`src/rtl/if_fetch_ctrl.sv`:
```
// Instruction-fetch controller: owns the PC, feeds the instruction memory and
// registers the fetched word into IF/ID, resolving redirects in fixed priority.
module if_fetch_ctrl (
    input  logic        clk,
    input  logic        reset,
    output logic [31:0] pc_o,
    input  logic [31:0] instr_i,
    input  logic        stall_i,
    input  logic        branch_taken_i,
    input  logic [31:0] branch_target_i,
    input  logic        exc_i,
    input  logic        jr_i,
    input  logic [31:0] jr_target_i,
    input  logic        jump_i,
    input  logic [31:0] jump_target_i,
    input  logic        irq_i,
    output logic [31:0] if_id_instr_o,
    output logic [31:0] if_id_pc_plus4_o,
    output logic        if_id_valid_o,
    output logic [31:0] epc_o,
    output logic        kernel_o
);

    localparam logic [31:0] RESET_VEC = 32'h8000_0000;
    localparam logic [31:0] IRQ_VEC   = 32'h8000_0004;
    localparam logic [31:0] EXC_VEC   = 32'h8000_0008;
    localparam logic [31:0] NOP       = 32'h0000_0000;

    logic [31:0] pc_q, pc_d;
    logic [31:0] instr_q, instr_d;
    logic [31:0] pc4_q, pc4_d;
    logic        valid_q, valid_d;
    logic [31:0] epc_q, epc_d;
    logic [31:0] pc_plus4;
    logic        bubble;

    assign pc_plus4 = pc_q + 32'd4;

    always_comb begin
        pc_d   = pc_q;
        epc_d  = epc_q;
        bubble = 1'b1;
        if (branch_taken_i) begin
            pc_d = {pc_q[31], branch_target_i[30:0]};
        end else if (exc_i) begin
            pc_d  = EXC_VEC;
            epc_d = pc4_q;
        end else if (stall_i) begin
            bubble = 1'b0;
        end else if (jr_i) begin
            pc_d = jr_target_i;
        end else if (jump_i) begin
            pc_d = {pc_q[31], jump_target_i[30:0]};
        end else if (irq_i && !pc_q[31]) begin
            pc_d  = IRQ_VEC;
            epc_d = pc_q;
        end else begin
            pc_d   = pc_plus4;
            bubble = 1'b0;
        end
    end

    // A stall holds IF/ID; every other non-sequential event squashes it.
    always_comb begin
        instr_d = instr_q;
        pc4_d   = pc4_q;
        valid_d = valid_q;
        if (bubble) begin
            instr_d = NOP;
            pc4_d   = pc_plus4;
            valid_d = 1'b0;
        end else if (!stall_i) begin
            instr_d = instr_i;
            pc4_d   = pc_plus4;
            valid_d = 1'b1;
        end
    end

    always_ff @(posedge clk or negedge reset) begin
        if (!reset) begin
            pc_q    <= RESET_VEC;
            instr_q <= NOP;
            pc4_q   <= 32'd0;
            valid_q <= 1'b0;
            epc_q   <= 32'd0;
        end else begin
            pc_q    <= pc_d;
            instr_q <= instr_d;
            pc4_q   <= pc4_d;
            valid_q <= valid_d;
            epc_q   <= epc_d;
        end
    end

    assign pc_o             = pc_q;
    assign if_id_instr_o    = instr_q;
    assign if_id_pc_plus4_o = pc4_q;
    assign if_id_valid_o    = valid_q;
    assign epc_o            = epc_q;
    assign kernel_o         = pc_q[31];

endmodule
```
`config.mk`:
```
export PLATFORM = sky130hd
export DESIGN_NAME = if_fetch_ctrl
export DESIGN_NICKNAME = d
export VERILOG_FILES = /design/src/rtl/if_fetch_ctrl.sv
export SDC_FILE = /design/constraint.sdc
export NUM_CORES = 1
export LEC_CHECK = 0
export ABC_CLOCK_PERIOD_IN_PS = 2130
export CAP_MARGIN = 25
export CORE_MARGIN = 2
export CORE_UTILIZATION = 40
export DETAILED_ROUTE_END_ITERATION = 10
export GPL_ROUTABILITY_DRIVEN = 0
export MAX_ROUTING_LAYER = met4
export PLACE_DENSITY_LB_ADDON = 0.12
export SETUP_SLACK_MARGIN = 0.5
export SLEW_MARGIN = 10
export SYNTH_ARGS = -nofsm -noshare
export SYNTH_HDL_FRONTEND = slang
export SYNTH_SLANG_ARGS = --single-unit
export TNS_END_PERCENT = 100
```
`constraint.sdc`:
```
create_clock -name clk -period 2.13 [get_ports clk]
set_input_delay 0.3195 -clock clk [delete_from_list [all_inputs] [get_ports clk]]
set_output_delay 0.3195 -clock clk [all_outputs]
set_load 0.02 [all_outputs]
```
==> reports/results.ini <==
[setup_path]
crit_path_end_kind = register
cp.arrival_ns = 2.21
critPathMaxStageDelay_ns = 0.44
r2r_slack_ns = 0.23
worst-path-buf-inv = 1
crit_chain = nand4_1, buf_4, nor4_4, nand4_1, mux2i_2, o21ai_1
required_ns = 2.44
r2r_end = pc_o[30]
crit_top_cell = nand4_1
cp_top_family = simple AND/OR/NAND/NOR gates
path_max_fanout = 5
crit_path_start_kind = register
r2r_cells = 6
slowest_stage = dfrtp_2
r2r-start = pc_o[7]
crit_type = register to register

[clock_tree]
cts_tree = yes
clk_path_buf_depth = 2
clock_sinks = 129
clk_pin_slew_ns = 0.06
cts_buffers = 17
htree_levels = 4
insertion_delay_ns = 0.43
cts-root-buf = clkbuf_16

[yosys]
async_reset_ff_frac = 1.000
synth-adder-area-share = 0.001868
ys_warn_count = 0
yosysSeqAreaShare = 0.4821
synth_cell_types = 71
synthCells = 682
synth-edff-count = 0
synth.avg_cell_area_sq_um = 9.822
synth_area_sq_mm = 0.006699
synth_seq_cells = 129
synth_top_family_by_area = compound AO/OA/AOI/OAI gates
synth_compound_area_frac = 0.2176
synth_fp_nets = 819
synth_xor_area_frac = 0.03269
synth_top_flop_cell = dfrtp_1
synth-simple-area-share = 0.1645
synth_mux_area_frac = 0.05248

[run_status]
run_status = completed

[floorplanning]
design.die.area_sq_mm = 0.01780
die_x_microns = 133.4
io_pins = 266
num_rows = 47
start_util = 0.4068
die_y_microns = 133.4
core-area_sq_mm = 0.01647

[drt]
first_pass_iters = 5
drt_iter0_drc = 445
routed_wl_microns = 26460
viasPerCell = 5.639
ant_nets = 0
wl_per_cell_microns = 20.78
drc = 0
vias = 7178

[sta]
maxSlewHeadroom = 0.6656
finalHoldViolCount = 0
max_clock_freq_mhz = 525.3
rsz0062_at_grt = true
worst_pin_slew_ns = 0.5016
min_period_ns = 1.904
fin_crit_sh = 0.8938
finClkSkew_ns = 0.006498
drv_slew = 0
setup_viol = 0
layout_setup_ws_ns = 0.2262

[min_path]
hold_path.class = input pin to asynchronous set/reset pin

[layout]
antenna_cells = 0
syn_to_final_growth_pct = 74.08
drive_above_1_share = 0.2944
design_area_sq_mm = 0.01166
utilization = 0.7082
nNetsFinal = 1177

[placement]
dpl_cell_area_sq_mm = 0.01008
io_buffers = 263
dp_hpwl_microns = 17520
dp_slack_ns = -0.08832

[pwr]
leakage_nw = 5.395
vdd_drop_max_uv = 567.1
power_per_cell_area_mw_per_mm2 = 706.1

[global_route]
grt_max_degree = 52
grtUsageTotal = 0.2872
antenna_found_initial = 0
grt_pass1_vias = 7022
grt_first_pass_wirelength_microns = 38250
grt.overflow.total = 0

[flow_run]
maxCapViolCount = 0

[worst reg2reg max path, delay by kind of cell (launching register included)]
family	cells	cell delay, ns
compound gates	1	0.09
buf+inv	1	0.18
flops	1	0.44
mux	1	0.33
simple gates	3	0.75
[worst max path at each step]
stage	start	end	slack (ns)	cells after the start
floorplan	pc_o[2]	pc_o[24]	0.20	6
global placement	stall_i	pc_o[23]	-0.06	7
detailed placement	jump_i	pc_o[12]	-0.09	6
CTS	pc_o[3]	pc_o[24]	0.25	6
global route	pc_o[7]	pc_o[30]	0.17	6
finish	pc_o[7]	pc_o[30]	0.23	6
[layer usage]
metal	wire length [microns]	GRT usage
met3	2279	0.07040
met2	12790	0.4599
met5	0	-
met1	10700	0.3572
met4	687	0.09988
[cell type report]
cell class / count / area [sq um]
clock buffers: 21 / 470.5
clock inverters: 11 / 103.9
fillers: 1239 / 4805
inverters: 13 / 48.80
multi-input cells: 483 / 3694
flip-flops and latches: 129 / 3254
well taps: 220 / 275.3
repair buffers: 396 / 3815
[flip-flops by register name, indices dropped and copies added, names as in the netlist]
| name | count |
|---|---|
| epc_o | 32 |
| pc_o | 32 |
| if_id_valid_o | 1 |
| if_id_pc_plus4_o | 32 |
| if_id_instr_o | 32 |
[repair_timing]
action | 4_1_cts | 5_1_grt
setup buffers | 32 | 29
hold endpoints to repair | 49 | 0
pin swaps | 24 | 59
cloned | 1 | 9
hold buffers | 1 | 0
endpoints found under the setup margin | 237 | 90
gates resized for setup | 198 | 119
[where the power goes]
group          total (mW)  switching (mW)  internal (mW)
Sequential           3.03           0.276           2.75
Combinational        2.37            1.25           1.12
Clock                2.84            1.13           1.70
Total                8.23            2.66           5.58
[stage by stage]
step                      hold WS, ns  setup TNS (ns)  std cells  power (mW)
after floorplan               0.02391               0        682       4.025
after global placement         0.2977         -0.2320       1169       5.192
after detailed placement       0.3009         -0.7173       1169       5.244
after CTS                      0.4267               0       1235       7.976
after global routing           0.4525               0       1273       8.566
final                          0.4084               0       1273       8.234
[kinds of logic (layout without fill, tap and decap cells)]
kind of cell / after synthesis / count (layout)
AOI/OAI and AO/OA: 212 / 212
adders and majority gates: 1 / 1
and+or+nand+nor: 210 / 210
muxes: 35 / 35
DFF: 129 / 129
xor gates and xnor gates: 25 / 25
buffers and inverters: 70 / 441
[layout by cell type, fill, tap and decap left out, types with 19 or more instances in the layout]
| cell type | count |
|---|---|
| o21ai_0 | 33 |
| a21oi_1 | 21 |
| dlygate4sd2_1 | 115 |
| o21ai_1 | 19 |
| nor2_1 | 30 |
| clkbuf_16 | 22 |
| nand2_1 | 69 |
| clkdlybuf4s50_1 | 128 |
| a22o_1 | 32 |
| buf_4 | 95 |
| mux2i_1 | 33 |
| dfrtp_2 | 20 |
| o21ai_2 | 19 |
| dfrtp_1 | 108 |
[synthesized netlist by cell type (3+ instances only)]
cell       number  share of area
a211oi_1        6         0.0067
a21oi_1        28          0.021
a221o_1         8          0.012
a221oi_1       11          0.014
a22o_1         32          0.042
a22oi_1         8         0.0090
a31oi_1         3         0.0028
a32oi_1         3         0.0039
and3_1          4         0.0037
buf_2          15          0.011
buf_4           6         0.0067
buf_6           3         0.0050
clkbuf_1       31          0.017
dfrtp_1       128           0.48
inv_1          12         0.0067
mux2i_1        34          0.051
nand2_1        91          0.051
nand2b_1        4         0.0037
nand3_1        21          0.016
nand3_2         3         0.0045
nand4_1         6         0.0056
nor2_1         34          0.019
nor2b_1         5         0.0047
nor3_1          8         0.0060
nor4_1          3         0.0028
nor4_2          3         0.0056
o21a_1          5         0.0056
o21ai_0        62          0.046
o21ai_1         8         0.0060
o221a_2         3         0.0050
o22a_1          5         0.0065
o22ai_1         8         0.0075
o2bb2ai_1       4         0.0052
or3_1           4         0.0037
or4_1           3         0.0034
xnor2_1        15          0.020
xor2_1         10          0.013
Note: power is estimated with default switching activity, not from simulation.
